<file path="src/rtl/rr_online_mult_seq.sv">
// Digit-serial radix-R online (MSDF) multiplier, online delay 3, one recurrence step per fire.
// Single residual register plus X/Y prefix registers; valid/ready on both sides.
module rr_online_mult_seq #(
    parameter  int RADIX = 4,
    parameter  int WIDTH = 8,
    localparam int L     = $clog2(RADIX),
    localparam int D     = L + 1,
    localparam int NW    = $clog2(WIDTH) + 1
) (
    input  logic          clk_i,
    input  logic          rst_n_i,
    input  logic [NW-1:0] n_digits_i,
    input  logic          in_valid_i,
    output logic          in_ready_o,
    input  logic [D-1:0]  x_digit_i,
    input  logic [D-1:0]  y_digit_i,
    output logic          out_valid_o,
    input  logic          out_ready_i,
    output logic [D-1:0]  out_digit_o,
    output logic          out_last_o
);
    localparam int FB = WIDTH * L;              // prefix fraction bits
    localparam int PW = FB + 1;
    localparam int F  = FB + 3 * L;             // residual fraction bits (R^-3 folded in)
    localparam int WW = D * (WIDTH + 6) + 2;
    localparam int CW = $clog2(WIDTH + 3) + 1;

    localparam logic signed [WW-1:0] HALF = WW'(2 ** (2 * L - 1));
    localparam logic signed [WW-1:0] PMAX = WW'(RADIX - 1);
    localparam logic signed [WW-1:0] PMIN = -PMAX;

    typedef enum logic [1:0] {S_IDLE, S_INIT, S_RUN, S_FLUSH} state_e;

    function automatic logic signed [WW-1:0] sx_p(input logic signed [PW-1:0] a);
        return {{(WW-PW){a[PW-1]}}, a};
    endfunction

    function automatic logic signed [WW-1:0] sx_d(input logic signed [D-1:0] a);
        return {{(WW-D){a[D-1]}}, a};
    endfunction

    function automatic logic signed [PW-1:0] sx_dp(input logic signed [D-1:0] a);
        return {{(PW-D){a[D-1]}}, a};
    endfunction

    state_e               state_q, state_d;
    logic [CW-1:0]        cnt_q, cnt_d, n_q, n_d, n_in;
    logic signed [PW-1:0] x_q, x_d, y_q, y_d;
    logic signed [WW-1:0] w_q, w_d;
    logic                 out_valid_q, out_valid_d, out_last_q, out_last_d;
    logic [D-1:0]         out_digit_q, out_digit_d;

    logic                 in_ready, fire, consume, emit;
    logic signed [D-1:0]  xd, yd, p;
    logic signed [PW-1:0] x_base, y_base, x_new, y_new;
    logic signed [WW-1:0] w_base, term, v, vh, pr, w_new;
    int                   sh;

    // One recurrence step: v = R*w + (X_old*y + Y_new*x)*R^-3, select p, w' = v - p.
    always_comb begin
        consume = (state_q != S_FLUSH);
        xd      = consume ? x_digit_i : '0;
        yd      = consume ? y_digit_i : '0;
        sh      = FB - L * (int'(cnt_q) + 1);
        if (sh < 0) sh = 0;
        x_base  = (state_q == S_IDLE) ? '0 : x_q;
        y_base  = (state_q == S_IDLE) ? '0 : y_q;
        w_base  = (state_q == S_IDLE) ? '0 : w_q;
        x_new   = x_base + (sx_dp(xd) <<< sh);
        y_new   = y_base + (sx_dp(yd) <<< sh);
        term    = sx_p(x_base) * sx_d(yd) + sx_p(y_new) * sx_d(xd);
        v       = (w_base <<< L) + term;
        vh      = v >>> (F - 2 * L);
        pr      = (vh + HALF) >>> (2 * L);
        if (pr > PMAX)      pr = PMAX;
        else if (pr < PMIN) pr = PMIN;
        emit    = (state_q == S_RUN) || (state_q == S_FLUSH);
        p       = emit ? pr[D-1:0] : '0;
        w_new   = v - (sx_d(p) <<< F);
    end

    always_comb begin
        n_in = CW'(n_digits_i);
        if (n_in < CW'(4) || n_in > CW'(WIDTH)) n_in = CW'(WIDTH);
    end

    always_comb begin
        state_d     = state_q;
        cnt_d       = cnt_q;
        n_d         = n_q;
        x_d         = x_q;
        y_d         = y_q;
        w_d         = w_q;
        out_valid_d = out_valid_q;
        out_digit_d = out_digit_q;
        out_last_d  = out_last_q;
        in_ready    = 1'b0;
        fire        = 1'b0;
        unique case (state_q)
            S_IDLE, S_INIT: begin
                in_ready = 1'b1;
                fire     = in_valid_i;
            end
            S_RUN: begin
                in_ready = !out_valid_q || out_ready_i;
                fire     = in_valid_i && in_ready;
            end
            default: fire = !out_valid_q || out_ready_i;
        endcase

        if (out_ready_i) out_valid_d = 1'b0;

        if (fire) begin
            x_d   = x_new;
            y_d   = y_new;
            w_d   = w_new;
            cnt_d = cnt_q + CW'(1);
            unique case (state_q)
                S_IDLE: begin
                    n_d     = n_in;
                    state_d = S_INIT;
                end
                S_INIT:  if (cnt_q == CW'(2)) state_d = S_RUN;
                S_RUN:   if (cnt_q == n_q - CW'(1)) state_d = S_FLUSH;
                default: if (cnt_q == n_q + CW'(2)) begin
                    state_d = S_IDLE;
                    cnt_d   = '0;
                end
            endcase
            if (emit) begin
                out_valid_d = 1'b1;
                out_digit_d = p;
                out_last_d  = (state_q == S_FLUSH) && (cnt_q == n_q + CW'(2));
            end
        end
    end

    always_ff @(posedge clk_i) begin
        if (!rst_n_i) begin
            state_q     <= S_IDLE;
            cnt_q       <= '0;
            n_q         <= CW'(WIDTH);
            x_q         <= '0;
            y_q         <= '0;
            w_q         <= '0;
            out_valid_q <= 1'b0;
            out_digit_q <= '0;
            out_last_q  <= 1'b0;
        end else begin
            state_q     <= state_d;
            cnt_q       <= cnt_d;
            n_q         <= n_d;
            x_q         <= x_d;
            y_q         <= y_d;
            w_q         <= w_d;
            out_valid_q <= out_valid_d;
            out_digit_q <= out_digit_d;
            out_last_q  <= out_last_d;
        end
    end

    assign in_ready_o  = rst_n_i && in_ready;
    assign out_valid_o = out_valid_q;
    assign out_digit_o = out_digit_q;
    assign out_last_o  = out_last_q;
endmodule

</file>
<file path="config.mk">
export PLATFORM = sky130hd
export DESIGN_NAME = rr_online_mult_seq
export DESIGN_NICKNAME = d
export VERILOG_FILES = /design/src/rtl/rr_online_mult_seq.sv
export SDC_FILE = /design/constraint.sdc
export NUM_CORES = 1
export LEC_CHECK = 0
export CAP_MARGIN = 25
export CELL_PAD_IN_SITES_DETAIL_PLACEMENT = 1
export CELL_PAD_IN_SITES_GLOBAL_PLACEMENT = 2
export CORE_ASPECT_RATIO = 0.5
export CORE_UTILIZATION = 36
export CTS_CLUSTER_DIAMETER = 80
export DETAILED_ROUTE_END_ITERATION = 7
export PLACE_DENSITY = 0.88
export SLEW_MARGIN = 20
export SYNTH_ARGS = -nofsm -noshare
export SYNTH_HDL_FRONTEND = slang
export SYNTH_SLANG_ARGS = --single-unit
export TNS_END_PERCENT = 1
</file>
<file path="constraint.sdc">
create_clock -name clk_i -period 15.04 [get_ports clk_i]
set_input_delay 1.504 -clock clk_i [delete_from_list [all_inputs] [get_ports clk_i]]
set_output_delay 1.504 -clock clk_i [all_outputs]
set_load 0.005 [all_outputs]
</file>
# After elaboration in Yosys (flattened, before gate mapping)
# Cells that the tools add are included.
# classes
add_sub_neg	11
multipliers	2
magnitude_cmp	5
eq_ne	9
n_shift	2
muxes	21
reduce_logical	14
# ops
op	n
$sshl 3x32->17	2
$add 44x21->44	1
$mux 42	1
$sub 42x25->42	1
$mul 17x3->20	2
$add 17x17->17	2
$mux 17	2
$mux 32	1
$add 26x5->27 const B	1
$gt 23x3->1 const B	1
$lt 23x3->1 const B	1
$add 20x20->21	1
$mux 3	5
$eq 5x5->1	2
$mux 5	2
$lt 8x1->1 const B	1
$sub 5x7->8 const A	1
$add 5x1->6 const B	1
$mux 2	3
$pmux 2 s3	1
$add 5x1->5 const B	1
$add 5x2->5 const B	1
$eq 5x2->1 const B	1
$sub 5x1->5 const B	1
18 further kinds	28
# word_totals
ff_bits	93
input_bits	14
out_inout_bits	6

# Depth between registers and ports, before layout
# Gate-level depths: netlist of the first run.
# depth
word_depth	15
ltp_mapped	69

# Worst setup path after synthesis of the first run
# Ideal clock, no wire load.
# synth_timing
kind	register to register
from	register cnt_q[1]
to	register w_q[41]
t_arrival_ps	15179
t_required_ps	14948
setup_slack_ps	-231
stages_incl_launch_ff	65
path_buffers	4
synth_period_minus_slack_ps	15271
path_cell_list	dfxtp_1 -> ha_1 -> and3_1 -> a21oi_1 -> o22a_1 -> clkbuf_1 -> nor2_1 -> nor2_1 -> o21ai_1 -> inv_1 -> nand2_1 -> nor2_1 -> ha_1 -> fa_1 -> a21o_1 -> a21oi_1 -> o21bai_1 -> a21oi_1 -> [29 not listed] -> nor3b_2 -> a31oi_1 -> or3b_1 -> ha_1 -> nor2b_1 -> o21ai_0 -> a21oi_1 -> o21ai_0 -> a21oi_1 -> o21a_1 -> o31a_1 -> o41a_1 -> a211o_1 -> o311ai_0 -> o21ai_0 -> xnor2_1 -> and3_1 -> nor4_1
# synth_via
elab_chain_cells	15
word_cells_on_any_way	16
cone_classes	7 x add/sub; 1 x mul; 3 x order compare; 1 x shift; 4 x mux
# synth_rtl
element	line_no	text
start, declared	47	logic [CW-1:0] cnt_q, cnt_d, n_q, n_d, n_in;
start signal, assigned	151	cnt_q <= cnt_d;
$add 5x1->6 (*)	64	sh = FB - L * (int'(cnt_q) + 1);
$sub 5x7->8 (*)	64	
$lt 8x1->1	65	if (sh < 0) sh = 0;
$mux 32 (*)	65	
$sshl 3x32->17 (*)	70	y_new = y_base + (sx_dp(yd) <<< sh);
$add 17x17->17 (*)	70	
$mul 17x3->20 (*)	71	term = sx_p(x_base) * sx_d(yd) + sx_p(y_new) * sx_d(xd);
$add 20x20->21 (*)	71	
$add 44x21->44 (*)	72	v = (w_base <<< L) + term;
$add 26x5->27	74	pr = (vh + HALF) >>> (2 * L);
$lt 23x3->1	76	else if (pr < PMIN) pr = PMIN;
$mux 3	76	
$mux 3	75	if (pr > PMAX) pr = PMAX;
$mux 3	78	p = emit ? pr[D-1:0] : '0;
$sub 42x25->42 (*)	79	w_new = v - (sx_d(p) <<< F);
end signal, assigned	155	w_q <= w_d;
end, declared	49	logic signed [WW-1:0] w_q, w_d;
# Every way passes the cells marked *; elsewhere a longest branch is shown, timed or not.
# A chain may end at the register's enable or synchronous reset.

# Worst setup path in the final report of the first run
# layout_timing
from	input port y_digit_i[2]
to	register w_q[41]
# layout_via
elab_chain_cells	12
word_cells_on_any_way	14
cone_classes	5 x add/sub; 2 x mul; 2 x order compare; 1 x shift; 4 x mux
# layout_rtl
element	line_no	text
start, declared	16	input logic [D-1:0] y_digit_i,
$mux 3 (*)	63	yd = consume ? y_digit_i : '0;
$sshl 3x32->17	70	
$add 17x17->17	70	
$mul 17x3->20	71	
$add 20x20->21 (*)	71	
$add 44x21->44 (*)	72	
$add 26x5->27	74	
$lt 23x3->1	76	
$mux 3	76	
$mux 3	75	
$mux 3	78	
$sub 42x25->42 (*)	79	
# Marks and branches as above.

==> reports/summary.txt, run 1 <==
========================================================================================
Later-pin clock latency in the skew report ................................      0.38 ns
Inst Count DP .............................................................         2544
Die Area ..................................................................    42600 µm²
Unique cell type count in the Yosys netlist ...............................           90
Synthesized instance count ................................................         1981
Maximum cell stage delay along the critical path ..........................      0.57 ns
Flip-flop and latch count after synthesis .................................           92
Type of the most critical hold path .......................................   reg -> reg
Die Y .....................................................................       147 µm
First-pass GRT wire length ................................................     75000 µm
Synth Flop Type ...........................................................      dfxtp_1
Crit path setup slack, layout .............................................     0.582 ns
Maximum number of pins on one net before global-route repair ..............           80
Average cell area after synthesis .........................................     7.59 µm²
Cell Count, Final, Fillers Out ............................................         2570
Wirelength, routed ........................................................     46400 µm
Met1 layer wirelength in the final routing ................................     22000 µm
Type of element launching the critical path ...............................   input port
Drt wl/cell ...............................................................      18.0 µm
Layout Skew ...............................................................    0.0165 ns
Clock tree from TritonCTS .................................................         done
Highest Signal Layer ......................................................         met4
Number of DRC markers in iteration 0 ......................................          724
Overall overflow remaining after global route .............................            0
Pre-Repair DR Iteration Count .............................................            5
Crit Path Category ........................................................    in -> reg
Weighted congestion reported at the end of routability-driven placement ...        0.903
Clk sinks .................................................................           92
Root cell of the clock tree ...............................................    clkbuf_16
Most frequent standard cell in the layout excluding fill and tap cells ....        inv_1
Slowest cell on the critical path .........................................         fa_1
Hold Fails Final Rpt ......................................................            0
Deepest clock path buffer count ...........................................            2
Initial antenna violation count ...........................................            2
Max-cap violation count ...................................................            0
Count of H-tree levels built during CTS ...................................            3
Amount of wire on met2 after detailed routing .............................     22200 µm
Fraction of the cycle the final worst path needs ..........................        0.961
Overall die width .........................................................       291 µm
CTS buffer count ..........................................................            9
Count of buffers inserted at the top-level ports ..........................           19
Worst slack at placement ..................................................    -0.374 ns
Average vias per placed instance ..........................................         5.42
Aggregate negative setup slack ............................................         0 ns
Proportion of synthesized flip-flops having asynchronous set or reset .....            0
Most used cells in the layout excluding fill and tap cells ................ inv_1, nand2_1, nor2_1
Via count of the first global-routing pass ................................        14400
IO Pins ...................................................................           20
Data arrival at the endpoint of the critical path .........................     14.73 ns
Initial cell density of the core ..........................................        0.369
Number of nets with antenna violations after routing ......................            0
Required time of the critical path ........................................     15.31 ns
Type of element capturing the critical path ...............................    flip-flop
Met3 Wirelength ...........................................................      1180 µm
Actual slew at the worst max-slew pin .....................................     0.974 ns
Core Footprint ............................................................    40800 µm²
Crit path max-delay family ................................................ compound AO/OA/AOI/OAI gates
Syn Nets ..................................................................         2287
Via count .................................................................        13900
Residual DRC ..............................................................            0
Area growth from synthesis to final layout ................................        12.2%
Total Nets Final ..........................................................         2330
Clock-pin slew on the worst setup and hold paths ..........................      0.07 ns
Highest net fanout along the worst path ...................................            9
Fraction of final layout cells sized beyond drive strength 1 ..............        0.101
Fraction of the yosys area taken by sequential cells ......................        0.122
Count of warnings emitted by yosys ........................................            0
Result of the run .........................................................    completed
Area of the mapped netlist ................................................    15000 µm²
Max transition margin .....................................................        0.351
Global-route usage over all layers ........................................        0.218
Max-slew violation total from the final report ............................            0
Core Rows .................................................................           52
Total half-perimeter wirelength after legalization and detailed placement .     36700 µm
Final critical delay including setup and external delays ..................     14.46 ns
Highest attainable clock frequency ........................................   0.0692 GHz
Count of flip-flops with a built-in enable after synthesis ................            0
Count of buffer and inverter cells on the critical path ...................            6
Setup-violating endpoint count in the final report ........................            0
========================================================================================
## registers in the layout, indices dropped and copies added, names as in the netlist
register and flops:
w_q 42, x_q 17, y_q 17, cnt_q 5, n_q 4, out_digit_o 3, state_q 2, out_last_o 1
out_valid_o 1
## stage by stage
step,instance area [µm²],util,hold WS (ns)
floorplan,15000,-,0.427
global placement,16200,0.397,0.433
detailed placement,16200,0.397,0.445
global route,16900,0.414,0.474
CTS,16500,0.405,0.455
finish,16900,0.414,0.453
## worst min-delay path, cell delays in order (launching register included)
cell,delay [ns]
dfxtp_1,0.31
nand2_1,0.05
a21oi_1,0.05
## final timing paths
path	end	start	cells past startpoint	slack [ns]
worst max-delay path	w_q[41]	y_digit_i[2]	57	0.58
worst min-delay path	w_q[16]	w_q[16]	2	0.45
worst max register to register	w_q[41]	cnt_q[0]	63	0.70
worst min register to register	w_q[16]	w_q[16]	2	0.45
## layer usage
metal  global-route usage  vias to the layer above
li1                     -                     6730
met1                0.289                     7007
met2                0.376                      153
met3               0.0262                       51
met4               0.0579                        0
met5                    0                        -
## kinds of logic (layout without fill, tap and decap cells)
kind of cell / Yosys count / in the layout / synth area share
flip-flops: 92 / 92 / 0.122
buffers and inverters: 350 / 398 / 0.0894
XOR/XNOR: 83 / 83 / 0.0488
AND/OR/NAND/NOR: 728 / 728 / 0.242
other: 0 / 1 / 0
adder cells (fa/ha/maj): 292 / 292 / 0.311
AO/OA/AOI/OAI: 428 / 428 / 0.181
multiplexers: 8 / 8 / 0.00566
## what timing repair did
| action | 4_1_cts | 5_1_grt |
|---|---|---|
| hold buffers | 0 | 0 |
| buffers inserted | 0 | 9 |
| setup endpoints to repair | 2 | 11 |
| resized for setup | 1 | 77 |
| pin swaps | 0 | 12 |
| cloned | 0 | 0 |
## area by class of cell
| cell class | instances | area, µm² |
|---|---|---|
| sequential | 92 | 1840 |
| fill | 5023 | 23900 |
| timing repair buffer | 105 | 856 |
| multi-input combinational | 1539 | 12200 |
| inverter | 277 | 1040 |
| clock buffer | 13 | 260 |
| clock inverter | 3 | 43.8 |
| tap | 540 | 676 |
| antenna | 1 | 2.50 |
## cells in the mapped netlist, drive strengths merged, types with 9 or more instances
library cell | instances | area, µm²
and2 | 28 | 178
nand3 | 44 | 220
nand4 | 22 | 138
nand2 | 195 | 732
o21ai | 69 | 349
xor2 | 23 | 201
inv | 275 | 1030
fa | 136 | 2720
a21oi | 175 | 876
a31oi | 9 | 71.3
o21bai | 27 | 203
and3 | 15 | 93.8
xnor2 | 60 | 533
dfxtp | 92 | 1840
a21o | 26 | 198
ha | 156 | 1950
or2 | 11 | 68.8
or4 | 13 | 109
nor2b | 77 | 482
nand2b | 35 | 219
nor4 | 14 | 118
clkbuf | 62 | 233
o21a | 15 | 113
nor2 | 193 | 724
a211oi | 26 | 200
buf | 11 | 72.6
nor3 | 35 | 180
o211ai | 12 | 95.1
or3 | 11 | 68.8
Power of run 1 is not shown: default switching activity piles up to over one toggle a cycle in this logic, so the estimate is an artifact.
==> run 2, diff against run 1 <==
--- a/config.mk
+++ b/config.mk
@@ -13,6 +13,7 @@
 export CTS_CLUSTER_DIAMETER = 80
 export DETAILED_ROUTE_END_ITERATION = 7
 export PLACE_DENSITY = 0.88
+export SKIP_LAST_GASP = 1
 export SLEW_MARGIN = 20
 export SYNTH_ARGS = -nofsm -noshare
 export SYNTH_HDL_FRONTEND = slang
==> results of run 2 <==
No change in the layout: final DEF, timing and power equal those of run 1.
Power of run 2 is left out for the same reason.
==> run 3, diff against run 2 <==
--- a/config.mk
+++ b/config.mk
@@ -9,11 +9,11 @@
 export CELL_PAD_IN_SITES_DETAIL_PLACEMENT = 1
 export CELL_PAD_IN_SITES_GLOBAL_PLACEMENT = 2
 export CORE_ASPECT_RATIO = 0.5
+export CORE_MARGIN = 5
 export CORE_UTILIZATION = 36
 export CTS_CLUSTER_DIAMETER = 80
 export DETAILED_ROUTE_END_ITERATION = 7
 export PLACE_DENSITY = 0.88
-export SKIP_LAST_GASP = 1
 export SLEW_MARGIN = 20
 export SYNTH_ARGS = -nofsm -noshare
 export SYNTH_HDL_FRONTEND = slang
==> run 3 against run 2 <==
- register-to-register slack gained 0.04 ns
- final cell count is essentially flat
- setup slack gained 0.041 ns
- flip-flop and latch count is the same
- sequential share of layout area is essentially flat
- worst hold slack lost 0.0032 ns
- first-iteration DRC count shrank 5.5%
- via count shrank 0.33%
- critical endpoint unchanged
- highest routed layer is now met5
==> reports/summary.txt, run 3 (synthesis gave the netlist of run 1 again) <==
========================================================================================
Result of the run .........................................................    completed
Area growth from synthesis to final layout ................................        11.9%
Clock-pin slew on the worst setup and hold paths ..........................      0.07 ns   about the same
Residual DRC ..............................................................            0   unchanged
Drt wl/cell ...............................................................      18.3 µm   +1.5%
Type of the most critical hold path .......................................   reg -> reg
Fillers ...................................................................         5002   -0.42%
Final cell area excluding filler cells ....................................    16800 µm²   -0.27%
Number of DRC markers in iteration 0 ......................................          684   -5.5%
Hold Fails Final Rpt ......................................................            0   unchanged
Inst Count DP .............................................................         2543   -0.039%
Post-CTS Hold Buffers .....................................................            0   unchanged
Tightest hold margin ......................................................     0.450 ns   -0.00319 ns
Final critical delay including setup and external delays ..................     14.42 ns   -0.0414 ns
Total half-perimeter wirelength after legalization and detailed placement .     36700 µm   about the same
Flip-flop count of the largest register after layout ......................           42   unchanged
Core Footprint ............................................................    40900 µm²   +0.16%
Maximum number of pins on one net before global-route repair ..............           80   unchanged
CTS buffer count ..........................................................            9   unchanged
Clk sinks .................................................................           92   unchanged
Levels on crit path .......................................................           60   +5.3%
Pre-Repair DR Iteration Count .............................................            5   unchanged
Clock tree from TritonCTS .................................................         done
Type of element launching the critical path ...............................   input port
Max transition margin .....................................................        0.362   +0.0108
Most Frequent Cell on Critical Path .......................................         ha_1
Count of H-tree levels built during CTS ...................................            3   unchanged
Fraction of the cycle the final worst path needs ..........................        0.959   -0.00275
Crit Path Category ........................................................    in -> reg
Average vias per placed instance ..........................................         5.41   -0.25%
Most frequent standard cell in the layout excluding fill and tap cells ....        inv_1
Overall die width .........................................................       299 µm   +2.7%
Highest attainable clock frequency ........................................   0.0694 GHz   +0.29%
Final Util ................................................................        0.412   -0.00179
Fraction of final layout cells sized beyond drive strength 1 ..............       0.0987   -0.00187
Deepest clock path buffer count ...........................................            2   unchanged
Cell Count, Final, Fillers Out ............................................         2568   -0.078%
Initial cell density of the core ..........................................        0.368   -0.000587
Layout Skew ...............................................................    0.0167 ns   +0.000201 ns
First-pass GRT wire length ................................................     76000 µm   +1.4%
Biggest regs .............................................................. w_q (42), x_q (17), y_q (17)
Die Y .....................................................................       155 µm   +5.5%
Number of nets with antenna violations after routing ......................            0   unchanged
Actual slew at the worst max-slew pin .....................................     0.957 ns   -0.0162 ns
Max-cap violation count ...................................................            0   unchanged
Crit path max-delay family ................................................ compound AO/OA/AOI/OAI gates
Count of buffers inserted at the top-level ports ..........................           19   unchanged
IO Pins ...................................................................           20   unchanged
Total placed instance area ................................................    16200 µm²   about the same
Highest net fanout along the worst path ...................................           15   +6
Via count .................................................................        13900   -0.33%
Top register by number of flip-flops ......................................          w_q
Type of element capturing the critical path ...............................    flip-flop
Data arrival at the endpoint of the critical path .........................     14.69 ns   -0.04 ns
Required time of the critical path ........................................     15.31 ns   about the same
WHS Path Cells ............................................................            2   unchanged
Weighted congestion reported at the end of routability-driven placement ...        0.885   -2.0%
Root cell of the clock tree ...............................................    clkbuf_16
Later-pin clock latency in the skew report ................................      0.38 ns   about the same
Worst R2R Path Depth ......................................................           60   -4.8%
Wirelength, routed ........................................................     47000 µm   +1.4%
Core Rows .................................................................           52   unchanged
Count of buffer and inverter cells on the critical path ...................            9   +3
Total Nets Final ..........................................................         2330   unchanged
Die Area ..................................................................    46200 µm²   +8.4%
Maximum cell stage delay along the critical path ..........................      0.53 ns   -0.04 ns
Slowest cell on the critical path .........................................         fa_1
Overall overflow remaining after global route .............................            0   unchanged
Global-route usage over all layers ........................................        0.201   -0.0171
Most used cells in the layout excluding fill and tap cells ................ inv_1, nand2_1, nor2_1
Setup-violating endpoint count in the final report ........................            0   unchanged
Max-slew violation total from the final report ............................            0   unchanged
Via count of the first global-routing pass ................................        14500   +0.61%
Initial antenna violation count ...........................................            1   -1
========================================================================================
## run 3: cell count changes in the layout (fill, tap and decap cells not counted), sizes merged
cell and change:
inv -1, clkbuf -1, bufinv -1, clkinv +1
## run 3: worst paths after layout
path	startpoint	to	slack, ns
worst min register to register	w_q[37]	w_q[37]	0.45
worst max register to register	cnt_q[0]	w_q[41]	0.74
worst min-delay path	w_q[37]	w_q[37]	0.45
worst max-delay path	y_digit_i[0]	w_q[41]	0.62
## run 3: final cells by class
class,instances,area (µm²),area share
Antenna cell,1,2.50,0.000149
Clock buffer,12,236,0.0141
Clock inverter,2,13.8,0.000818
Inverter,277,1040,0.0619
Multi-Input combinational cell,1539,12200,0.722
Sequential cell,92,1840,0.110
Tap cell,540,676,0.0401
Timing Repair Buffer,105,860,0.0511
## run 3: worst reg2reg max path, delay by kind of cell (launching register included)
kind                     cells  cell delay, ns
adder cells (fa/ha/maj)      8            3.24
XOR/XNOR                     2            0.34
flip-flops                   1            0.34
buffers and inverters        4            0.37
AND/OR/NAND/NOR             21            5.15
AO/OA/AOI/OAI               25            4.72
## run 3: timing repair
action	in CTS	in global routing
pin swaps	0	10
buffers inserted	0	10
resized for setup	7	75
hold endpoints to repair	0	0
endpoints found under the setup margin	3	9
cloned	0	0
## run 3: stage by stage
step	TNS [ns]	setup WS [ns]
after detailed placement	-1.11	-0.437
after global routing	-0.0935	-0.0653
final	0	0.624
after CTS	0	0.0122
after floorplan	0	0.231
after global placement	-0.0164	-0.0164
## run 3: per-layer routing
layer,up-vias,global-route usage,share of wire
met4,2,0.0499,0.021
met5,-,0,0.00028
li1,6726,-,-
met3,47,0.0269,0.025
met2,151,0.360,0.48
met1,6969,0.260,0.47
Power of run 3 is left out for the same reason.
